===== src/rtl/opr_seq_resp.sv =====
// Responder for the operation-pulse interface: launches the controller with
// `valid`, tracks the opr_1..opr_5 phase stream and finishes on halt or limit.
module opr_seq_resp #(
  parameter int MAX_INSTR = 400,
  parameter int AW        = 10
) (
  input  logic          clk,
  input  logic          rstb,
  input  logic          start,
  input  logic [AW-1:0] start_addr,
  input  logic          instr_is_halt,
  input  logic          opr_1,
  input  logic          opr_2,
  input  logic          opr_3,
  input  logic          opr_4,
  input  logic          opr_5,
  output logic          valid,
  output logic          opr_finished,
  output logic          busy,
  output logic [AW-1:0] instr_addr,
  output logic [8:0]    instr_cnt,
  output logic          halted,
  output logic          seq_err
);

  localparam logic [8:0] CNT_LAST = 9'(MAX_INSTR - 1);

  typedef enum logic [1:0] {IDLE, LAUNCH, RUN, ERR} state_t;

  state_t     state;
  logic [2:0] exp_ph;
  logic [2:0] obs_ph;
  logic       code_ok;
  logic       ph_ok;
  logic       end_flag;

  // Only thermometer codes map to a phase; everything else is a protocol fault.
  always_comb begin
    obs_ph  = 3'd0;
    code_ok = 1'b1;
    case ({opr_5, opr_4, opr_3, opr_2, opr_1})
      5'b00001: obs_ph = 3'd0;
      5'b00011: obs_ph = 3'd1;
      5'b00111: obs_ph = 3'd2;
      5'b01111: obs_ph = 3'd3;
      5'b11111: obs_ph = 3'd4;
      default:  code_ok = 1'b0;
    endcase
  end

  assign ph_ok = code_ok && (obs_ph == exp_ph);

  always_ff @(posedge clk) begin
    if (rstb) begin
      state        <= IDLE;
      exp_ph       <= 3'd0;
      end_flag     <= 1'b0;
      valid        <= 1'b0;
      opr_finished <= 1'b0;
      busy         <= 1'b0;
      instr_addr   <= '0;
      instr_cnt    <= 9'd0;
      halted       <= 1'b0;
      seq_err      <= 1'b0;
    end else begin
      case (state)
        IDLE: begin
          if (start) begin
            state      <= LAUNCH;
            valid      <= 1'b1;
            busy       <= 1'b1;
            instr_addr <= start_addr;
            instr_cnt  <= 9'd0;
            halted     <= 1'b0;
            end_flag   <= 1'b0;
            exp_ph     <= 3'd0;
          end
        end
        LAUNCH: begin
          valid <= 1'b0;
          if (!ph_ok) begin
            state   <= ERR;
            seq_err <= 1'b1;
            busy    <= 1'b0;
          end else begin
            state  <= RUN;
            exp_ph <= 3'd1;
          end
        end
        RUN: begin
          if (!ph_ok) begin
            state        <= ERR;
            seq_err      <= 1'b1;
            busy         <= 1'b0;
            opr_finished <= 1'b0;
          end else begin
            exp_ph <= (exp_ph == 3'd4) ? 3'd0 : exp_ph + 3'd1;
            case (exp_ph)
              3'd1: end_flag <= instr_is_halt;
              3'd3: begin
                if (end_flag || instr_cnt == CNT_LAST) begin
                  opr_finished <= 1'b1;
                  halted       <= end_flag;
                end
              end
              3'd4: begin
                instr_cnt <= instr_cnt + 9'd1;
                // opr_finished doubles as the "this is the final instruction" flag
                if (opr_finished) begin
                  opr_finished <= 1'b0;
                  busy         <= 1'b0;
                  state        <= IDLE;
                end else begin
                  instr_addr <= instr_addr + AW'(1);
                end
              end
              default: ;
            endcase
          end
        end
        ERR: ;
        default: state <= ERR;
      endcase
    end
  end

endmodule


===== config.mk =====
export PLATFORM = sky130hd
export DESIGN_NAME = opr_seq_resp
export DESIGN_NICKNAME = d
export VERILOG_FILES = /design/src/rtl/opr_seq_resp.sv
export SDC_FILE = /design/constraint.sdc
export NUM_CORES = 1
export LEC_CHECK = 0
export ABC_AREA = 1
export ABC_CLOCK_PERIOD_IN_PS = 2400
export CAP_MARGIN = 20
export CORE_ASPECT_RATIO = 1.75
export CORE_MARGIN = 2
export CORE_UTILIZATION = 50
export DETAILED_ROUTE_END_ITERATION = 10
export PLACE_DENSITY = 0.83
export SYNTH_ARGS = -nofsm -noshare
export SYNTH_HDL_FRONTEND = slang
export SYNTH_SLANG_ARGS = --single-unit
export TNS_END_PERCENT = 100

===== constraint.sdc =====
create_clock -name clk -period 2.4 [get_ports clk]
set_input_delay 0.36 -clock clk [delete_from_list [all_inputs] [get_ports clk]]
set_output_delay 0.36 -clock clk [all_outputs]
set_load 0.02 [all_outputs]

# Word-level counts from Yosys, hierarchy flattened
# Index checks and enable logic that the tools add are counted.
dict set report classes {
  n_addsub 3
  n_eq_ne 25
  muxes 40
  bitwise_logic 1
  n_reduce_logical 18
}
# cell count
set op_table {}
lappend op_table {{two-way mux 10 bit} 4}
lappend op_table {{two-way mux 9 bit} 3}
lappend op_table {{one-hot mux 10 bit (2 select lines)} 1}
lappend op_table {{one-hot mux 9 bit (2 select lines)} 1}
lappend op_table {{AND reduction 4 bit} 4}
lappend op_table {{two-way mux 1 bit} 15}
lappend op_table {{AND reduction 5 bit} 3}
lappend op_table {{!= test 2 bit, second input constant} 7}
lappend op_table {{two-way mux 3 bit} 4}
lappend op_table {{one-hot mux 3 bit (4 select lines)} 1}
lappend op_table {{adder 10 x 1 -> 10 bit, second input constant} 1}
lappend op_table {{adder 9 x 1 -> 9 bit, second input constant} 1}
lappend op_table {{== test 9 bit, second input constant} 1}
lappend op_table {{!= test 3 bit, second input constant} 3}
lappend op_table {{one-hot mux 3 bit (3 select lines)} 1}
lappend op_table {{two-way mux 2 bit} 4}
lappend op_table {{one-hot mux 1 bit (2 select lines)} 4}
lappend op_table {{one-hot mux 2 bit (3 select lines)} 1}
lappend op_table {{== test 5 x 1 -> 1 bit, second input constant} 1}
lappend op_table {{== test 5 x 2 -> 1 bit, second input constant} 1}
lappend op_table {{== test 5 x 3 -> 1 bit, second input constant} 1}
lappend op_table {{== test 5 x 4 -> 1 bit, second input constant} 1}
lappend op_table {{== test 5 bit, second input constant} 1}
lappend op_table {{OR reduction 5 bit} 1}
lappend op_table {{19 further kinds} 22}
dict set report word_totals {
  reg_bits 30
  output_inout_bits 24
  elab_cells 97
}

# Logic depth before layout (Yosys ltp)
# Gate-level depths: netlist of the first run.
dict set report logic_depth {
  depth_word 6
  mapped_depth 14
}

# Worst setup path before layout of the first run
# OpenSTA, ideal clock, no wires.
dict set report synth_timing {
  path_type {reg-to-reg}
  startpoint {register instr_addr[0]}
  endpoint {register instr_addr[8]}
  t_arrival_ns 1.572
  path_slack_ns 0.757
  stages_incl_launch_ff 10
  synth_period_minus_slack_ns 1.643
  cell_sequence {dfxtp_1 > ha_1 > nand2_1 > nor2_1 > nand3_1 > nor2_1 > a21oi_1 > o21ai_0 > nand3_1 > a21oi_1}
}
dict set report synth_between {
  elab_chain_len 5
}
# element line
set synth_rtl {}
lappend synth_rtl {{start: declaration} 20} ;# output logic [AW-1:0] instr_addr,
lappend synth_rtl {{start signal: assignment} 72} ;# instr_addr <= start_addr;
lappend synth_rtl {{start signal: assignment} 114} ;# instr_addr <= instr_addr + AW'(1);
lappend synth_rtl {{adder 10 x 1 -> 10 bit} 114}
lappend synth_rtl {{two-way mux 10 bit} 109} ;# if (opr_finished) begin
lappend synth_rtl {{two-way mux 10 bit} 98} ;# case (exp_ph)
lappend synth_rtl {{two-way mux 10 bit} 91} ;# if (!ph_ok) begin
lappend synth_rtl {{one-hot mux 10 bit (2 select lines)} 66} ;# case (state)
# No other way between the ends. The select of a mux whose other input is x is not followed.
# A chain may end at the register's enable or synchronous reset.

# Worst setup path in the final report of the first run
dict set report layout_timing {
  startpoint {input opr_1}
  endpoint {register instr_cnt[1]}
}
dict set report layout_between {
  elab_chain_len 6
  elab_cells_between_ends 12
  cone_classes {7 x eq/ne; 2 x mux; 3 x reduce/logical}
}
# element line
set layout_rtl {}
lappend layout_rtl {{start: declaration} 12} ;# input logic opr_1,
lappend layout_rtl {{== test 5 bit, or another cell as far along} 41} ;# case ({opr_5, opr_4, opr_3, opr_2, opr_1})
lappend layout_rtl {{one-hot mux 3 bit (4 select lines) / OR reduction 5 bit (equally long branches)} -}
lappend layout_rtl {{== test 3 bit / two-way mux 1 bit (equally long branches)} {51, 41}}
lappend layout_rtl {{logical AND 1 bit *} 51} ;# assign ph_ok = code_ok && (obs_ph == exp_ph);
lappend layout_rtl {{!= test 2 bit (no source line) *} -}
lappend layout_rtl {{AND reduction 4 bit (no source line) *} -}
lappend layout_rtl {{end signal: assignment} 107} ;# instr_cnt <= instr_cnt + 9'd1;
lappend layout_rtl {{end: declaration} 21} ;# output logic [8:0] instr_cnt,
# Every way passes the cells marked *; elsewhere a longest branch is shown, timed or not.

==> summary.md, run 1 <==
| Metric | Value |
|---|---|
| # setup viols final | 0 |
| Root Buffer Master | clkbuf_8 |
| Async set-or-reset flop fraction in the synthesized netlist | 0% |
| CP max FO | 13 |
| IO buf count | 42 |
| Main combinational cell family by area after synthesis | simple AND/OR/NAND/NOR gates |
| Die area | 4300 um^2 |
| # IOs | 43 |
| Clock sink count | 30 |
| Core ar. | between 3000 and 4000 um^2 |
| Grt ovf | 0 |
| Clock latency on the worst-skew pair | 280 ps |
| Status | finished, final reports clean |
| Die Y | 85.3 um |
| Min Tclk post-route | ~2000 ps |
| Syn Area/Cell | roughly 6.5 um^2 |
| Post-Route M1 WL | between 1500 and 2000 um |
| Postcts setup bufs | 0 |
| Synth Area in Compound Gates | a little over an eighth |
| Number of synthesized flops with an enable pin | 0 |
| Met2 Routed Length | between 2000 and 3000 um |
| Highest metal used | met4 |
| Worst slew pin tran | between 400 and 500 ps |
| Critical Path RT | around 2600 ps |
| Fin util | 68.2% |
| Synth Warn # | 0 |
| Register area share after synthesis | 31.8% |
| Initial antenna violation count | 0 |
| VDD IR max | between 800 and 900 uV |
| Static Leak | approximately 1.0 nW |
| Filler Cells Inserted | 340 |
| Fmax | 509 MHz |
| Row cnt | 29 |
| Vias in the first global route | about 1900 |
| Proportion of synthesized area in mux cells | 0% |
| Hold WC Path Type | reg2reg |
| Startpoint Class | primary input |
| Post-Syn Area | 1890 um^2 |
| RD Place Congestion | ~0.9 |
| Total GRT Usage | 23.3% |
| Area delta synth->final | 31.2% |
| Initial Util | a little over half |
| Cts bufs inserted | 5 |
| Wire length of the first global-routing pass | 7830 um |
| Die outline width | 50.4 um |
| Vias per inst | a little over 5 |
| MaxCap Viol Count | 0 |
| # resized after CTS | 0 |
| Reg clk slew, reported paths | about 70 ps |
| Distinct cells, synth | 27 |
| Pin count of the biggest net entering global routing | 19 |
| Post-synth top area share | a little under a third |
| Yosys top cell by area | dfxtp_1 |
| # diodes | 0 |
| CP Class | in2reg |
| Drt pass-1 iters | 4 |
| Most frequent cells after synthesis | nand2_1, nand3_1, dfxtp_1 |
| CTS tree | yes |
| Top FF cell, synth | dfxtp_1 |
| DRT iter0 DRCs | 38 |
| CP arrival | roughly 2200 ps |
| Most frequent cell after synthesis | nand2_1 |
| Nets@finish | between 300 and 400 |
| Syn nets | 320 |
| Xor and xnor area share after synthesis | 3.71% |
| Fin crit share | around four fifths |
| Flops & latches, synth | 30 |
| Rel. slew slack | 70.0% |
| Maximum clock insertion buffer count | 2 |
| WL final | ~4600 um |
| Setup TNS | 0 ps |
| Slew Viols, Final | 0 |
| Layout Skew | about 4.6 ps |
| DRC | 0 |
| Post-DP HPWL | about 3400 um |
| Hold Vio Cnt, Final | 0 |
| Power Density | between 1000 and 1500 nW/um^2 |
| Area contributors post-synth | dfxtp_1, nand2_1, nand3_1, a21oi_1, ha_1 |
| CTS H-Tree Depth | 2 |
| Critical path capture point type | flip-flop |
| Synth Area in Adders | ~6.6% |
| Simple-gate share of the synthesized area | a little over a third |
| RSZ-0062 raised after global routing | false |
| Final ANT Viol Nets | 0 |
| Wire length on met3 | roughly 110 um |
| Share of cells above drive strength 1 | about 7.7% |
| DR vias | just under 2000 |
| Wire per inst | about 12 um |
| Hold Buf Count CTS | 0 |
| Synth Instances | 291 |
-- layer usage --
metal  global-route usage (%)  vias up
li1                         -     1035
met1                     22.6      891
met2                     45.1       29
met3                     3.70       13
met4                     12.3        0
met5                        0        -
-- state kept, by name (all words and copies together) (netlist names) --
register and cells:
halted 1, seq_err 1, instr_cnt 9, opr_finished 1, valid 1, state 2, instr_addr 10, exp_ph 3
busy 1, end_flag 1
-- worst max-delay path: stages --
cell             delay [ps]
clkdlybuf4s50_1         470
nand2_1                 100
nor2_4                  110
nand2_1                  70
nand2_1                  60
nand2_1                  60
nor2_2                  130
nand2_2                 120
nand2_2                 130
nand2_2                 160
inv_1                   190
nand3_1                  90
a21oi_1                 130
-- cells by family after synthesis --
kind of cell | Yosys count
AOI/OAI and AO/OA | 48
adders and majority gates | 10
DFF | 30
buffers and inverters | 36
xor gates and xnor gates | 8
and+or+nand+nor | 159
-- through the flow --
stage	power (W)	setup slack, ps	instances	hold WS (ps)	instance area [um^2]
floorplan	0.00190	757	291	474	1890
global route	0.00310	206	385	507	2470
global placement	0.00233	243	377	459	2370
CTS	0.00287	445	385	471	2470
detailed placement	0.00236	177	377	461	2370
finish	0.00286	435	385	474	2470
-- final timing paths --
check | from | end | slack, ps | cells after the start
max | opr_1 | instr_cnt[1] | 440 | 13
max reg2reg | state[0] | exp_ph[2] | 530 | 7
min | halted | halted | 470 | 2
min reg2reg | halted | halted | 470 | 2
-- layout make-up --
class | count | area (um^2) | area share (%)
tap | 46 | 57.6 | 2.33
sequential | 30 | 601 | 24.3
timing repair buffer | 48 | 465 | 18.8
inverter | 28 | 105 | 4.25
multi-input combinational | 225 | 1140 | 46.0
clock buffer | 5 | 68.8 | 2.78
clock inverter | 3 | 40.0 | 1.62
-- where the power goes --
part / leakage [nW] / internal [W] / switching [W]
combinational: 0.741 / 0.000617 / 0.000951
sequential: 0.246 / 0.000647 / 0.000149
clock: 0.0579 / 0.000305 / 0.000195
total: 1.04 / 0.00157 / 0.00130
-- cells in the final DEF, fill, tap and decap left out, drive strengths merged --
cell	netlist	routed
o21ai	19	19
nor2	31	31
dfxtp	30	30
nor3	6	6
bufinv	0	1
o2111ai	1	1
inv	28	28
clkbuf	4	5
or2	3	3
nand4	2	2
a21oi	27	27
xor2	5	5
nand3	33	33
nand2	84	84
a31oi	1	1
ha	10	10
clkinv	0	2
clkdlybuf4s50	0	42
buf	4	6
xnor2	3	3
Note: power is estimated with default switching activity, not from simulation.
==> run 2: changes to the inputs <==
- ABC_CLOCK_PERIOD_IN_PS: 2400 -> 2000
- clock period: 2.4 -> 2 ns (I/O delays scaled with it)
==> run 2 against run 1 <==
Combinational power grew 29%. Cell count grew 2.3%. Sequential power grew 18%. Setup slack lost 260 ps. Cell area grew 2.0%. Clock skew grew 0.79 ps. Die area is the same. Global-route usage shrank 0.34 points. Clock power grew 1%. Via count grew 5.5%. Sequential share of layout area shrank 0.48 points. Utilization grew 1.4 points.
==> summary.md, run 2 (same netlist as run 1, synthesis figures left out) <==
| Metric | Value |
|---|---|
| Status | finished, final reports clean |
| DR vias | 2076 (+5.5%) |
| Total GRT Usage | 23.0% (-0.34 points) |
| Largest register FFs | 10 (unchanged) |
| Worst slew pin tran | 455 ps (+5.16 ps) |
| Die Y | 85.3 um (unchanged) |
| R2R Path Start | state[0] |
| Static Leak | 1.08 nW (+3.2%) |
| DRC | 0 (unchanged) |
| Initial Util | 52.0% (unchanged) |
| Setup TNS | 0 ps (unchanged) |
| Slew Viols, Final | 0 (unchanged) |
| Tot Pwr | 0.00347 W (+21%) |
| Row cnt | 29 (unchanged) |
| Fmax | between 500 and 600 MHz |
| MaxCap Viol Count | 0 (unchanged) |
| Pin count of the biggest net entering global routing | 17 (-2) |
| Reg clk slew, reported paths | 70 ps (about the same) |
| Fin crit share | between 90% and 100% |
| Most flops, register | instr_addr |
| Most common cell after layout, fill and taps aside | nand2_1 |
| Wire length of the first global-routing pass | 7660 um (-2.2%) |
| Rel. slew slack | 69.6% (-0.34 points) |
| Largest registers | instr_addr (10), instr_cnt (9), exp_ph (3) |
| Vias in the first global route | 1867 (-3.8%) |
| Area delta synth->final | 33.8% |
| Maximum clock insertion buffer count | 2 (unchanged) |
| Clock sink count | 30 (unchanged) |
| # IOs | 43 (unchanged) |
| CP endpoint | instr_addr[9] |
| Dpl ws | -92.6 ps (-270 ps) |
| VDD IR max | 964 uV (+11%) |
| Layout Skew | 5.41 ps (+0.794 ps) |
| Flop2flop setup slack | 170 ps (-360 ps) |
| Worst reg2reg path endpoint | instr_addr[9] |
| Min Tclk post-route | 1830 ps |
| Initial antenna violation count | 0 (unchanged) |
| Power Density | 1370 nW/um^2 (+19%) |
| Die area | 4300 um^2 (unchanged) |
| Most frequent cells in the layout | nand2_1, clkdlybuf4s50_1, nand3_1 |
| CTS tree | yes |
| RSZ-0062 raised after global routing | false |
| Critical Path RT | 2180 ps (-440 ps) |
| Critical path capture point type | flip-flop |
| Share of cells above drive strength 1 | 9.77% (+2.1 points) |
| # diodes | 0 (unchanged) |
| Wire per inst | 11.8 um (-2.1%) |
| CP arrival | 2010 ps (-170 ps) |
| IO buf count | 42 (unchanged) |
| Setup crit start | state[0] |
| Startpoint Class | flip-flop |
| Grt ovf | 0 (unchanged) |
| Post-DP HPWL | 3530 um (+3.2%) |
| Drt pass-1 iters | 6 (+2) |
| # setup viols final | 0 (unchanged) |
| Filler Cells Inserted | 331 (-2.6%) |
| CP Class | reg2reg |
| DRT iter0 DRCs | 40 (+5.3%) |
| Hold Vio Cnt, Final | 0 (unchanged) |
| CTS H-Tree Depth | 2 (unchanged) |
| Root Buffer Master | clkbuf_8 |
| Hold WC Path Type | reg2reg |
| Clock latency on the worst-skew pair | 280 ps (about the same) |
| Hold depth | 2 (unchanged) |
| WL final | 4650 um (+0.22%) |
| Die outline width | 50.4 um (unchanged) |
| Cts bufs inserted | 5 (unchanged) |
| Nets@finish | 376 (+2.5%) |
| RD Place Congestion | 0.828 (-6.4%) |
| Worst reg2reg path depth | 10 (+3) |
| CP max FO | 11 (-2) |
| Core ar. | 3630 um^2 (unchanged) |
| Vias per inst | 5.27 (+3.1%) |
| Final worst setup slack | 170 ps (-265 ps) |
| Final ANT Viol Nets | 0 (unchanged) |
| Hold Buf Count CTS | 0 (unchanged) |
[run 2: cell count changes in the layout (fill, tap and decap cells not counted), sizes merged]
cell / delta
clkbuf: +2
buf: +9
clkinv: -1
bufinv: -1
[run 2: timing repair]
item | CTS | global route
buffers inserted | 0 | 0
gates resized for setup | 0 | 1
setup endpoints to repair | 0 | 1
[run 2: how the worst min path moves through the flow]
stage / start / to / slack (ps)
CTS: halted / halted / 480
global placement: seq_err / seq_err / 460
global route: halted / halted / 490
floorplan: start / valid / 460
finish: halted / halted / 480
detailed placement: seq_err / seq_err / 460
[run 2: per-layer routing]
layer,part of all wire [%],global-route usage (%),up-vias
met1,38,22.4,968
met2,56,44.3,44
met3,3.6,5.11,8
li1,-,-,1056
met4,1.8,10.1,0
met5,0,0,-
[run 2: report_power, final]
group	internal [W]	switching, W
Sequential	0.000776	0.000166
Clock	0.000277	0.000228
Combinational	0.000845	0.00117
[run 2: layout make-up]
| class | instances | area [um^2] | share of cell area, % |
|---|---|---|---|
| Clock buffer | 7 | 86.3 | 3.42 |
| Clock inverter | 1 | 5.00 | 0.198 |
| Inverter | 28 | 105 | 4.16 |
| Multi-Input combinational cell | 225 | 1140 | 45.0 |
| Sequential cell | 30 | 601 | 23.8 |
| Tap cell | 46 | 57.6 | 2.28 |
| Timing Repair Buffer | 57 | 533 | 21.1 |
[run 2: critical path: stages (launching register included)]
cell	delay (ps)
dfxtp_1	380
inv_1	90
ha_1	240
inv_1	60
nor2_1	30
buf_4	150
nor3_4	200
buf_4	210
nand2_2	160
nor2_1	140
nor2_1	40
[run 2: stage by stage]
step / instances / utilization [%] / hold WS, ps / instance area [um^2]
after floorplan: 291 / - / 456 / 1890
after global placement: 386 / 67.1 / 457 / 2430
after detailed placement: 386 / 67.1 / 463 / 2430
after CTS: 394 / 69.6 / 479 / 2520
after global routing: 394 / 69.6 / 488 / 2520
final: 394 / 69.6 / 476 / 2520
==> run 3: changes to the inputs <==
- GPL_TIMING_DRIVEN: unset -> 0
==> run 3 against run 2 <==
Worst hold slack better by 3.4 ps. Sequential cell count unchanged. Critical path depth up 3. Highest routed layer unchanged. First-iteration DRC count up 120%. Total power up 2.3%.
==> summary.md, run 3 (same netlist as run 1, synthesis figures left out) <==
| Metric | Value |
|---|---|
| Most flops, register | instr_addr |
| Worst slew pin tran | 514 ps (+58.6 ps) |
| Fmax | 554 MHz (+1.4%) |
| Wire per inst | 12.5 um (+5.8%) |
| Comb power frac | 55.3% (-2.9 points) |
| # setup viols final | 0 (unchanged) |
| Tot Pwr | 0.00355 W (+2.3%) |
| CTS tree | yes |
| CTS H-Tree Depth | 2 (unchanged) |
| Min Tclk post-route | 1800 ps (-25.5 ps) |
| Setup crit start | opr_1 |
| Post-Route M1 WL | 1850 um (+4.2%) |
| Maximum clock insertion buffer count | 2 (unchanged) |
| Root Buffer Master | clkbuf_8 |
| CP max FO | 6 (-5) |
| Flop2flop setup slack | 200 ps (+30 ps) |
| Die Y | 85.3 um (unchanged) |
| Net Sw Power | 0.00161 W (+2.8%) |
| Die outline width | 50.4 um (unchanged) |
| Status | finished, final reports clean |
| Startpoint Class | primary input |
| Area delta synth->final | 32.0% |
| Most frequent cells in the layout | nand2_1, clkdlybuf4s50_1, nand3_1 |
| Vias in the first global route | 1900 (+1.8%) |
| Share of cells above drive strength 1 | 7.33% (-2.4 points) |
| Largest register FFs | 10 (unchanged) |
| Rel. slew slack | 65.7% (-3.9 points) |
| WL final | 4830 um (+3.9%) |
| Internal | 0.00193 W (+1.9%) |
| # IOs | 43 (unchanged) |
| DRT iter0 DRCs | 88 (+120%) |
| Total GRT Usage | 23.8% (+0.81 points) |
| Row cnt | 29 (unchanged) |
| Hold Buf Count CTS | 0 (unchanged) |
| Largest registers | instr_addr (10), instr_cnt (9), exp_ph (3) |
| Met2 Routed Length | 2700 um (+3.1%) |
| Die area | 4300 um^2 (unchanged) |
| Critical path capture point type | flip-flop |
| Post-DP HPWL | 3560 um (+0.68%) |
| Setup TNS | 0 ps (unchanged) |
| Most common cell after layout, fill and taps aside | nand2_1 |
| Pin count of the biggest net entering global routing | 11 (-6) |
| Dpl ws | -105 ps (-12.7 ps) |
| Static Leak | 1.06 nW (-1.8%) |
| CP arrival | 2020 ps (about the same) |
| Fin util | 68.7% (-0.93 points) |
| Clk pwr share | 17.9% (+3.3 points) |
| Wire length of the first global-routing pass | 7960 um (+4.0%) |
| Initial Util | 52.0% (unchanged) |
| Dpl cells | 379 (-1.8%) |
| Hold Vio Cnt, Final | 0 (unchanged) |
| Core ar. | 3630 um^2 (unchanged) |
| R2R Path Start | state[0] |
| Hold Startpoint | halted |
| Clock sink count | 30 (unchanged) |
| Worst reg2reg path depth | 9 (-1) |
| Wire length on met3 | 130 um (-23%) |
| Worst reg2reg path endpoint | instr_cnt[1] |
| Fin cells | 387 (-1.8%) |
| Grt ovf | 0 (unchanged) |
| Final worst setup slack | 196 ps (+25.5 ps) |
| VDD IR max | 1030 uV (+6.9%) |
| DR vias | 2056 (-0.96%) |
| Power Density | 1420 nW/um^2 (+3.7%) |
| IO buf count | 42 (unchanged) |
| Highest metal used | met4 |
| Hold WC Path Type | reg2reg |
| Initial antenna violation count | 0 (unchanged) |
| Nets@finish | 370 (-1.6%) |
| Critical Path RT | 2220 ps (+40 ps) |
| Hold depth | 2 (unchanged) |
| Slew Viols, Final | 0 (unchanged) |
| Final ANT Viol Nets | 0 (unchanged) |
| Vias per inst | 5.31 (+0.83%) |
| Drt pass-1 iters | 5 (-1) |
| Clock latency on the worst-skew pair | 290 ps (about the same) |
| DRC | 0 (unchanged) |
| Fin crit share | 90.2% (-1.3 points) |
| Seq pwr share | 26.8% (-0.4 points) |
| Reg clk slew, reported paths | 70 ps (about the same) |
| RD Place Congestion | 0.894 (+8.0%) |
| Filler Cells Inserted | 333 (+0.60%) |
| Switch share | 45.5% (+0.22 points) |
| Hold Crit Endpoint | halted |
| MaxCap Viol Count | 0 (unchanged) |
| Layout Skew | 7.80 ps (+2.39 ps) |
| CP Class | in2reg |
| # diodes | 0 (unchanged) |
| Cts bufs inserted | 5 (unchanged) |
run 3: repair_timing:
| action | 4_1_cts | 5_1_grt |
|---|---|---|
| hold endpoints to repair | 0 | 0 |
| setup endpoints to repair | 2 | 13 |
| resized for setup | 1 | 3 |
| setup buffers | 0 | 1 |
| pin swaps | 0 | 1 |
run 3: power groups by stage:
stage / Sequential (W) / Clock (W) / Combinational (W)
floorplan: 0.00108 / 0 / 0.00120
global placement: 0.000955 / 0 / 0.00186
detailed placement: 0.000964 / 0 / 0.00190
CTS: 0.000950 / 0.000635 / 0.00192
global route: 0.000979 / 0.000660 / 0.00217
finish: 0.000952 / 0.000634 / 0.00196
run 3: area by class of cell:
class	instances	area, um^2	area share [%]
multi-input combinational	225	1140	45.7
clock buffer	6	82.6	3.31
inverter	28	105	4.22
sequential	30	601	24.1
timing repair buffer	43	430	17.3
clock inverter	1	30.0	1.21
buffer	8	47.5	1.91
tap	46	57.6	2.31
run 3: worst max-delay path, cell delays in order:
cell,delay [ps]
clkdlybuf4s50_1,470
nand2_1,100
nor2_4,110
nand2_1,70
nand2_1,60
nand2_1,60
nor2_2,120
nand2_2,120
nand2_2,130
nand2_2,100
inv_1,170
nand3_1,90
a21oi_1,140
run 3: per-stage QoR:
stage                     area [um^2]  hold WS (ps)
after global routing             2490           505
final                            2490           479
after global placement           2360           457
after floorplan                  1890           456
after CTS                        2480           478
after detailed placement         2360           457
run 3: layer usage:
layer	GRT usage, %	vias to the layer above
li1	-	1046
met1	24.3	943
met2	44.7	49
met3	4.75	18
met4	11.1	0
met5	0	-
run 3: how the worst max path moves through the flow:
stage          slack [ps]            end
2_1_floorplan         360  instr_addr[8]
3_3_place_gp          -80   instr_cnt[7]
3_5_place_dp         -110  instr_addr[0]
4_1_cts               110  instr_addr[4]
5_1_grt                -4   instr_cnt[1]
6_report              200   instr_cnt[1]
